==> src/rtl/fetch_decode_stage.sv <==
// fetch_decode_stage: IF/ID register with early branch redirect and wrong-path squash.
// Optional BRANCH_STATS_EN adds saturating taken/squash counters.
module fetch_decode_stage #(
  parameter int          FLUSH_CYCLES = 1,
  parameter int          PC_W         = 7,
  parameter logic [3:0]  OP_B         = 4'b1000,
  parameter logic [3:0]  OP_BEQ       = 4'b1001
) (
  input  logic            clk,
  input  logic            rst_n,
  input  logic [31:0]     Instruccion,
  input  logic            zero_flag_i,
  output logic [PC_W-1:0] branchResultOut,
`ifdef BRANCH_STATS_EN
  output logic [15:0]     taken_cnt_o,
  output logic [15:0]     squash_cnt_o,
`endif
  output logic [31:0]     instr_id_o,
  output logic [PC_W-1:0] pc_id_o,
  output logic            valid_id_o,
  output logic            bad_target_o
);
  typedef enum logic [1:0] {WARM, RUN, SQUASH} state_t;
  state_t          state_q;
  logic [1:0]      cnt_q;
  logic [PC_W-1:0] pc_q, bro_q, pc_id_q;
  logic [31:0]     instr_q;
  logic            valid_q, bad_q;
  logic [3:0]      opcode;
  logic [PC_W-1:0] target;
  logic            is_br, taken;
  assign opcode = Instruccion[31:28];
  assign target = Instruccion[PC_W-1:0];
  assign is_br  = (opcode == OP_B) || ((opcode == OP_BEQ) && zero_flag_i);
  // a zero target would look like "no redirect" on the bus, so it never counts as taken
  assign taken  = is_br && (target != '0);
  // pc_q is the address of the word currently on Instruccion
  always_ff @(posedge clk or negedge rst_n) begin
    if (!rst_n) begin
      state_q <= WARM;
      cnt_q   <= '0;
      pc_q    <= '0;
      bro_q   <= '0;
      pc_id_q <= '0;
      instr_q <= '0;
      valid_q <= 1'b0;
      bad_q   <= 1'b0;
    end else begin
      bro_q <= '0;
      case (state_q)
        WARM: state_q <= RUN;
        RUN: begin
          instr_q <= Instruccion;
          valid_q <= 1'b1;
          pc_id_q <= pc_q;
          pc_q    <= taken ? target : pc_q + PC_W'(1);
          if (taken) begin
            bro_q   <= target;
            state_q <= SQUASH;
            cnt_q   <= 2'(FLUSH_CYCLES);
          end
          if (is_br && target == '0) bad_q <= 1'b1;
        end
        default: begin
          // wrong-path words do not consume the redirected PC
          instr_q <= Instruccion;
          valid_q <= 1'b0;
          pc_id_q <= pc_q;
          cnt_q   <= cnt_q - 2'd1;
          state_q <= (cnt_q == 2'd1) ? RUN : SQUASH;
        end
      endcase
    end
  end
`ifdef BRANCH_STATS_EN
  logic [15:0] taken_cnt_q, squash_cnt_q;
  always_ff @(posedge clk or negedge rst_n) begin
    if (!rst_n) begin
      taken_cnt_q  <= '0;
      squash_cnt_q <= '0;
    end else begin
      if (state_q == RUN && taken && taken_cnt_q != 16'hFFFF) taken_cnt_q <= taken_cnt_q + 16'd1;
      if (state_q == SQUASH && squash_cnt_q != 16'hFFFF) squash_cnt_q <= squash_cnt_q + 16'd1;
    end
  end
  assign taken_cnt_o  = taken_cnt_q;
  assign squash_cnt_o = squash_cnt_q;
`endif
  assign branchResultOut = bro_q;
  assign instr_id_o      = instr_q;
  assign pc_id_o         = pc_id_q;
  assign valid_id_o      = valid_q;
  assign bad_target_o    = bad_q;
endmodule

==> config.mk <==
export PLATFORM = sky130hd
export DESIGN_NAME = fetch_decode_stage
export DESIGN_NICKNAME = d
export VERILOG_FILES = /design/src/rtl/fetch_decode_stage.sv
export SDC_FILE = /design/constraint.sdc
export NUM_CORES = 1
export LEC_CHECK = 0
export ABC_AREA = 1
export CORE_MARGIN = 2
export CORE_UTILIZATION = 45
export DETAILED_ROUTE_END_ITERATION = 8
export GPL_TIMING_DRIVEN = 1
export PLACE_DENSITY_LB_ADDON = 0.3
export SYNTH_ARGS = -nofsm -noshare
export SYNTH_HDL_FRONTEND = slang
export SYNTH_SLANG_ARGS = --single-unit
==> constraint.sdc <==
create_clock -name clk -period 1.3 [get_ports clk]
set_input_delay 0.195 -clock clk [delete_from_list [all_inputs] [get_ports clk]]
set_output_delay 0.195 -clock clk [all_outputs]
set_load 0.03 [all_outputs]
; ---- Word level (Yosys, flattened, before mapping)
; Cells that the tools add are included.
[totals]
output_inout_bits = 48
inputBits = 35
mem_bits_rw = 0
latch_bits = 0
elab_cells = 34
ff_bits = 59
romBits = 0
mem_count = 0
[op_classes]
n_eq_ne = 5
mux = 9
div = 0
bitwise_logic = 1
n_mul = 0
addsub = 2
n_lt_le_gt_ge = 0
n_shift = 0
reduce_logical = 9
[ops]
columns = op, count
row1 = $mux 7, 3
row2 = $eq 4x4->1 const B, 2
row3 = $pmux 2 s2, 2
row4 = $add 7x1->7 const B, 1
row5 = $logic_not 7->1, 1
row6 = $reduce_bool 7->1, 1
row7 = $mux 2, 3
row8 = $eq 2x1->1 const B, 2
row9 = $reduce_and 2->1, 2
row10 = $logic_and 1x1->1, 3
row11 = $logic_not 2->1, 1
row12 = $ne 2x2->1 const B, 1
row13 = $pmux 1 s2, 1
row14 = $sub 2x1->2 const B, 1
row15 = $logic_or 1x1->1, 1
row16 = $not 1->1, 1

; ---- Longest topological paths before layout
; Gate-level depths: netlist of run 1.
[logic_depth]
depth_word = 6
ltp_mapped = 9
ltp_nobuf = 9

; ---- Worst setup path after synthesis of run 1
; OpenSTA, ideal clock, no wires.
[synth_timing]
kind = register to register
from = reg pc_q[0]
to = reg pc_q[4]
period_less_slack_ns = 1.071
path_stages_with_launch = 6
path_slack_ns = 0.229
arrival_time_ns = 1.002
setup_time_ns = 0.068
path_cell_list = dfrtp_1 -> ha_1 -> nand3_1 -> xor2_1 -> nand3_1 -> nand3_1
[synth_between]
elab_chain_len = 2
[synth_rtl]
columns = item, line_no
row1 = start: declaration, 26  ; logic [PC_W-1:0] pc_q, bro_q, pc_id_q;
row2 = start signal: assignment, 56  ; pc_q <= taken ? target : pc_q + PC_W'(1);
row3 = $add 7x1->7, 56
row4 = $mux 7, 56
; No other way between the ends.
; A chain may end at the register's enable or synchronous reset.

; ---- Worst setup path in the final report of run 1
[layout_timing]
from = reg pc_id_q[6], in the netlist pc_id_o[6]
to = out pc_id_o[6]
[layout_rtl]
columns = item, line_no
row1 = start: declaration, 26
row2 = start signal: assignment, 55  ; pc_id_q <= pc_q;
row3 = start signal: assignment, 68  ; pc_id_q <= pc_q;
row4 = end: declaration, 19  ; output logic [PC_W-1:0] pc_id_o,
; No word-level cell between the ends.

==> summary.txt, run 1 <==
vias in the first global route: 2,099
worst hold-check path type: in -> async
Synth top cells by count: nand2_1 (119), dfrtp_1 (59), inv_1 (24)
clk root buf: clkbuf_8
die area: 0.00603 mm^2
Buf+Inv Stages, Crit Path: 1
share of layout cells above drive strength 1: 16.4%
final hold viol count: 0
cell area after synthesis: 0.00244 mm^2
Yosys warnings: 0
Die X: 77.7 um
Post-synth EDFFs: 0
worst stage delay on the critical path: 0.40 ns
Slew Limit Fails: 0
async set-or-reset flop fraction in the synthesized netlist: 100%
register area share after synthesis: 60.5%
WP data required: 1.11 ns
number of remaining DRC errors: 0
pre-CTS WS: -0.210 ns
Max H-tree Level: 3
Reg-to-Reg End: pc_q[4]
routed len/inst: 12.8 um
clock buffer depth: 2
Starting Density: 47.2%
Main synth FF type: dfrtp_1
Clock Sinks: 59
Post-Syn Nets: 310
count leader, synth: nand2_1
Leakage: 1.91 nW
Rows: 26
Synth Area in Adders: 1.03%
Max rail drop VDD: 1310 uV
Post-Synth XOR/XNOR Area: 1.08%
setup bufs post-CTS: 0
total of max-cap violations: 0
largest family of logic cells by synthesized area: simple AND/OR/NAND/NOR gates
# IOs: 83
status: complete, no violations
Die Y: 77.7 um
period utilisation layout: 97.4%
Detailed Route WL: 5.76 mm
synthesized area per cell: 8.94 um^2
worst-path cell chain: dlygate4sd2_1
Worst R2R Setup Slack: 0.11 ns
CP max-delay cell: dlygate4sd2_1
max frequency: 0.790 GHz
crit path time final: 1.27 ns
final worst setup slack: 0.0343 ns
unrepaired setup endpoints after global routing: no
WP data arrival: 1.07 ns
initial antenna violation count: 0
Non-Filler Instances: 448
peak fanout along the critical path: 2
Area Growth Syn to Fin: 48.8%
Fin Clk Skew: 0.00729 ns
Yosys top cell area share: 60.5%
Power Density: 2460 mW/mm^2
largest net degree at the start of global routing: 33
worst-skew pair later-pin latency: 0.33 ns
top cells by area, synth: dfrtp_1 (60%), nand2_1 (18%), inv_1 (3.7%), nand3_1 (2.7%), o21ai_0 (2.7%)
Setup violations, final: 0
CP startpoint kind: flop
DRT iter0 DRCs: 133
IO Port Bufs: 82
Synth Area in Compound Gates: 4.00%
portion of netlist area occupied by mux cells: 0%
first-pass GRT wire length: 9.79 mm
reg2reg start: pc_q[0]
Seq cells post-synth: 59
GR Util All Layers: 21.2%
Reg clk slew, reported paths: 0.06 ns
Worst R2R Path Depth: 5
GP Congestion: 0.890
Placed Cells: 432
Post-Syn Instances: 273
leading area contributor after synthesis: dfrtp_1
post-synthesis simple-gate area fraction: 26.2%
vias per std cell: 4.64
Max transition margin: 77.3%
total grt overflow: 0
nets: 411
WS Path Type: reg -> out
core area: 0.00517 mm^2
critical path's top delay family: buffers and inverters
DR vias: 2,080
dpl hpwl: 4.22 mm
TritonCTS clock tree: built
Slew @ Worst Pin: 0.341 ns
DRT Pass-1 Iters: 4
cts bufs inserted: 9
Antenna diodes: 0
Unique masters post-synth: 22
Final ANT Viol Nets: 0
Worst Setup End Kind: output port
[kinds of logic (layout without fill, tap and decap cells)]
kind of cell	count (synthesis)	after routing
AO/OA/AOI/OAI	19	19
XOR/XNOR	3	3
adder cells (fa/ha/maj)	2	2
buffers and inverters	38	143
flip-flops	59	59
AND/OR/NAND/NOR	152	152
[worst max-delay path by stage]
stage,endpoint,cells past startpoint,from,slack (ns)
after CTS,instr_id_o[29],1,instr_id_o[29],0.0004
final,pc_id_o[6],1,pc_id_o[6],0.03
after floorplan,pc_q[4],5,pc_q[0],0.23
after global placement,cnt_q[1],8,Instruccion[31],-0.18
after global routing,cnt_q[0],9,Instruccion[28],0.0005
after detailed placement,cnt_q[1],8,Instruccion[31],-0.21
[report_power, final]
| group | total [W] | switching (W) | internal (W) | leakage, nW |
|---|---|---|---|---|
| Sequential | 0.00311 | 0.000521 | 0.00259 | 0.732 |
| Combinational | 0.00421 | 0.00267 | 0.00153 | 1.08 |
| Clock | 0.00164 | 0.000661 | 0.000977 | 0.0995 |
| Total | 0.00895 | 0.00386 | 0.00510 | 1.91 |
[stage by stage]
step                      util, %  hold WS (ns)  area [um^2]  TNS (ns)  total power, W
after floorplan                 -        -0.101         2440         0         0.00567
after global placement       67.3         0.118         3480     -1.78         0.00756
after detailed placement     67.3         0.123         3480     -2.38         0.00767
after CTS                    70.2         0.297         3630         0         0.00894
after global routing         70.2         0.331         3630         0         0.00956
final                        70.2         0.297         3630         0         0.00895
[placed cells by master (no fill, tap or decap), types with 2 or more instances in the layout]
| cell | instances |
|---|---|
| nand4_1 | 3 |
| nand3_2 | 2 |
| nand2_2 | 2 |
| nand2_1 | 119 |
| dlygate4sd2_1 | 9 |
| buf_12 | 7 |
| inv_1 | 24 |
| inv_2 | 4 |
| o21ai_0 | 13 |
| clkdlybuf4s15_1 | 24 |
| clkdlybuf4s50_1 | 33 |
| nand2_4 | 2 |
| clkbuf_2 | 11 |
| clkbuf_8 | 11 |
| buf_4 | 13 |
| nor2_4 | 3 |
| clkbuf_1 | 2 |
| nor2_1 | 7 |
| xor2_1 | 3 |
| dfrtp_1 | 58 |
| nand3_1 | 12 |
| o21ai_1 | 5 |
[registers in the layout, indices dropped and copies added, names as in the netlist]
name             cells
cnt_q                2
pc_id_o              7
branchResultOut      7
bad_target_o         1
pc_q                 7
instr_id_o          32
valid_id_o           1
state_q              2
[layer usage]
layer	GRT usage, %	up-vias	share of wire (%)
li1	-	1040	-
met1	27.9	958	45
met2	32.4	67	46
met3	6.16	15	6.5
met4	9.82	0	2.6
met5	0	-	0
[layout make-up]
type                    instances  area (um^2)
clock buffers                  13          159
clock inverters                 2         35.0
fillers                       387         1540
inverters                      29          111
multi-input cells             176          806
flip-flops and latches         59         1480
well taps                      70         87.6
repair buffers                 99          957
[repair_timing]
item	in CTS	in global routing
endpoints found under the setup margin	46	38
hold buffers	1	0
endpoints found under the hold margin	12	0
cloned	0	0
gates resized for setup	47	49
Note: power is estimated with default switching activity, not from simulation.
==> run 2: changes to the inputs <==
- SKIP_CTS_REPAIR_TIMING: default -> 1
- clock period: 1.3 -> 1.4 ns (I/O delays scaled with it)
==> summary.txt, run 2 (synthesis results as in run 1) <==
status: complete, no violations
Rows: 26
switch share: 42.5%
vias per std cell: 4.69
total of max-cap violations: 0
number of remaining DRC errors: 0
power share of the combinational group: 47.2%
Worst R2R Path Depth: 5
worst hold-check path type: in -> async
initial antenna violation count: 0
dpl hpwl: 4.05 mm
Buf+Inv Stages, Crit Path: 0
CP startpoint kind: flop
Reg clk slew, reported paths: 0.07 ns
Register Area: 0.00148 mm^2
Worst Setup End Kind: flop
routed len/inst: 13.8 um
Reg power frac: 33.8%
Non-Filler Instances: 446
GP Congestion: 0.807
worst-path cell chain: ha_1 > nand3_1 > xor2_1 > nand3_1 > nand3_1
peak fanout along the critical path: 4
Fin Clk Skew: 0.00731 ns
Leakage: 2.41 nW
max frequency: 0.791 GHz
Slew @ Worst Pin: 0.356 ns
area of the multi-input gates: 798 um^2
Area Growth Syn to Fin: 54.0%
Pint: 0.00486 W
unrepaired setup endpoints after global routing: no
critical path's top delay family: flip-flops
share of layout cells above drive strength 1: 11.7%
GR Util All Layers: 20.4%
die area: 0.00603 mm^2
Setup violations, final: 0
DRT iter0 DRCs: 105
Final ANT Viol Nets: 0
TritonCTS clock tree: built
final hold viol count: 0
clk root buf: clkbuf_8
largest net degree at the start of global routing: 50
NetSw: 0.00359 W
crit path time final: 1.26 ns
WS Path Type: reg -> reg
commonest non-fill, non-tap cells in the layout: nand2_1 (119), dfrtp_1 (59), dlymetal6s2s_1 (48), clkdlybuf4s50_1 (33), inv_1 (24)
clock network power share: 19.0%
nets: 408
core area: 0.00517 mm^2
clock buffer depth: 2
DRT Pass-1 Iters: 4
Power Density: 2250 mW/mm^2
Worst R2R Setup Slack: 0.14 ns
max FFs per register: 32
Die Y: 77.7 um
worst-skew pair later-pin latency: 0.32 ns
Slew Limit Fails: 0
DR vias: 2,091
worst stage delay on the critical path: 0.40 ns
first-pass GRT wire length: 9.57 mm
Reg-to-Reg End: pc_q[4]
period utilisation layout: 90.3%
Antenna diodes: 0
Die X: 77.7 um
most common cell after layout, fill and taps aside: nand2_1
Max rail drop VDD: 1100 uV
Max transition margin: 76.2%
CP max-delay cell: dfrtp_1
IO Port Bufs: 82
# IOs: 83
Layout Utilization: 72.7%
reg2reg start: pc_q[1]
Placed Cells: 429
cts bufs inserted: 9
Max H-tree Level: 3
vias in the first global route: 2,030
Detailed Route WL: 6.17 mm
critical path's most frequent cell: nand3_1
total grt overflow: 0
WP data arrival: 1.46 ns
Fillers: 367
WP data required: 1.60 ns
Starting Density: 47.2%
Clock Sinks: 59
[run 2: layout make-up]
type / instances / area share [%]
Sequential cell: 59 / 39.3
Timing Repair Buffer: 96 / 28.4
Multi-Input combinational cell: 176 / 21.2
Clock buffer: 12 / 4.39
Inverter: 29 / 3.06
Tap cell: 70 / 2.33
Clock inverter: 4 / 1.26
[run 2: worst reg2reg max path: stages (launching register included)]
cell and delay (ns):
dfrtp_1 0.40, ha_1 0.21, nand3_1 0.17, xor2_1 0.19
nand3_1 0.11, nand3_1 0.07
[run 2: through the flow]
step | TNS, ns | total power, W | worst slack [ns] | instance area [um^2] | hold slack (ns)
2_1_floorplan | 0 | 0.00527 | 0.329 | 2440 | -0.0856
3_3_place_gp | -0.509 | 0.00681 | -0.117 | 3400 | 0.0992
3_5_place_dp | -0.805 | 0.00691 | -0.156 | 3400 | 0.101
4_1_cts | -7.80 | 0.00854 | -0.192 | 3620 | -0.248
5_1_grt | 0 | 0.00898 | 0.0170 | 3760 | 0.342
6_report | 0 | 0.00845 | 0.136 | 3760 | 0.324
[run 2: power groups by stage]
| stage | logic, W | registers [W] | clock network, W |
|---|---|---|---|
| after floorplan | 0.00136 | 0.00391 | 0 |
| after global placement | 0.00397 | 0.00284 | 0 |
| after detailed placement | 0.00403 | 0.00287 | 0 |
| after CTS | 0.00405 | 0.00286 | 0.00163 |
| after global routing | 0.00433 | 0.00294 | 0.00171 |
| final | 0.00399 | 0.00285 | 0.00160 |
[run 2: worst max-delay path by stage]
stage / startpoint / end / slack [ns] / cells past startpoint
finish: pc_q[1] / pc_q[4] / 0.14 / 5
global route: state_q[1] / pc_q[6] / 0.02 / 6
CTS: instr_id_o[26] / instr_id_o[26] / -0.19 / 1
detailed placement: Instruccion[31] / cnt_q[1] / -0.16 / 8
global placement: Instruccion[31] / cnt_q[0] / -0.12 / 8
floorplan: pc_q[0] / pc_q[4] / 0.33 / 5
[run 2: routing by layer]
metal	wire length, um	vias up	global-route usage [%]
met2	3070	64	32.7
met5	0	-	0
met4	62	0	8.04
met3	285	7	3.84
met1	2760	987	27.5
li1	-	1033	-
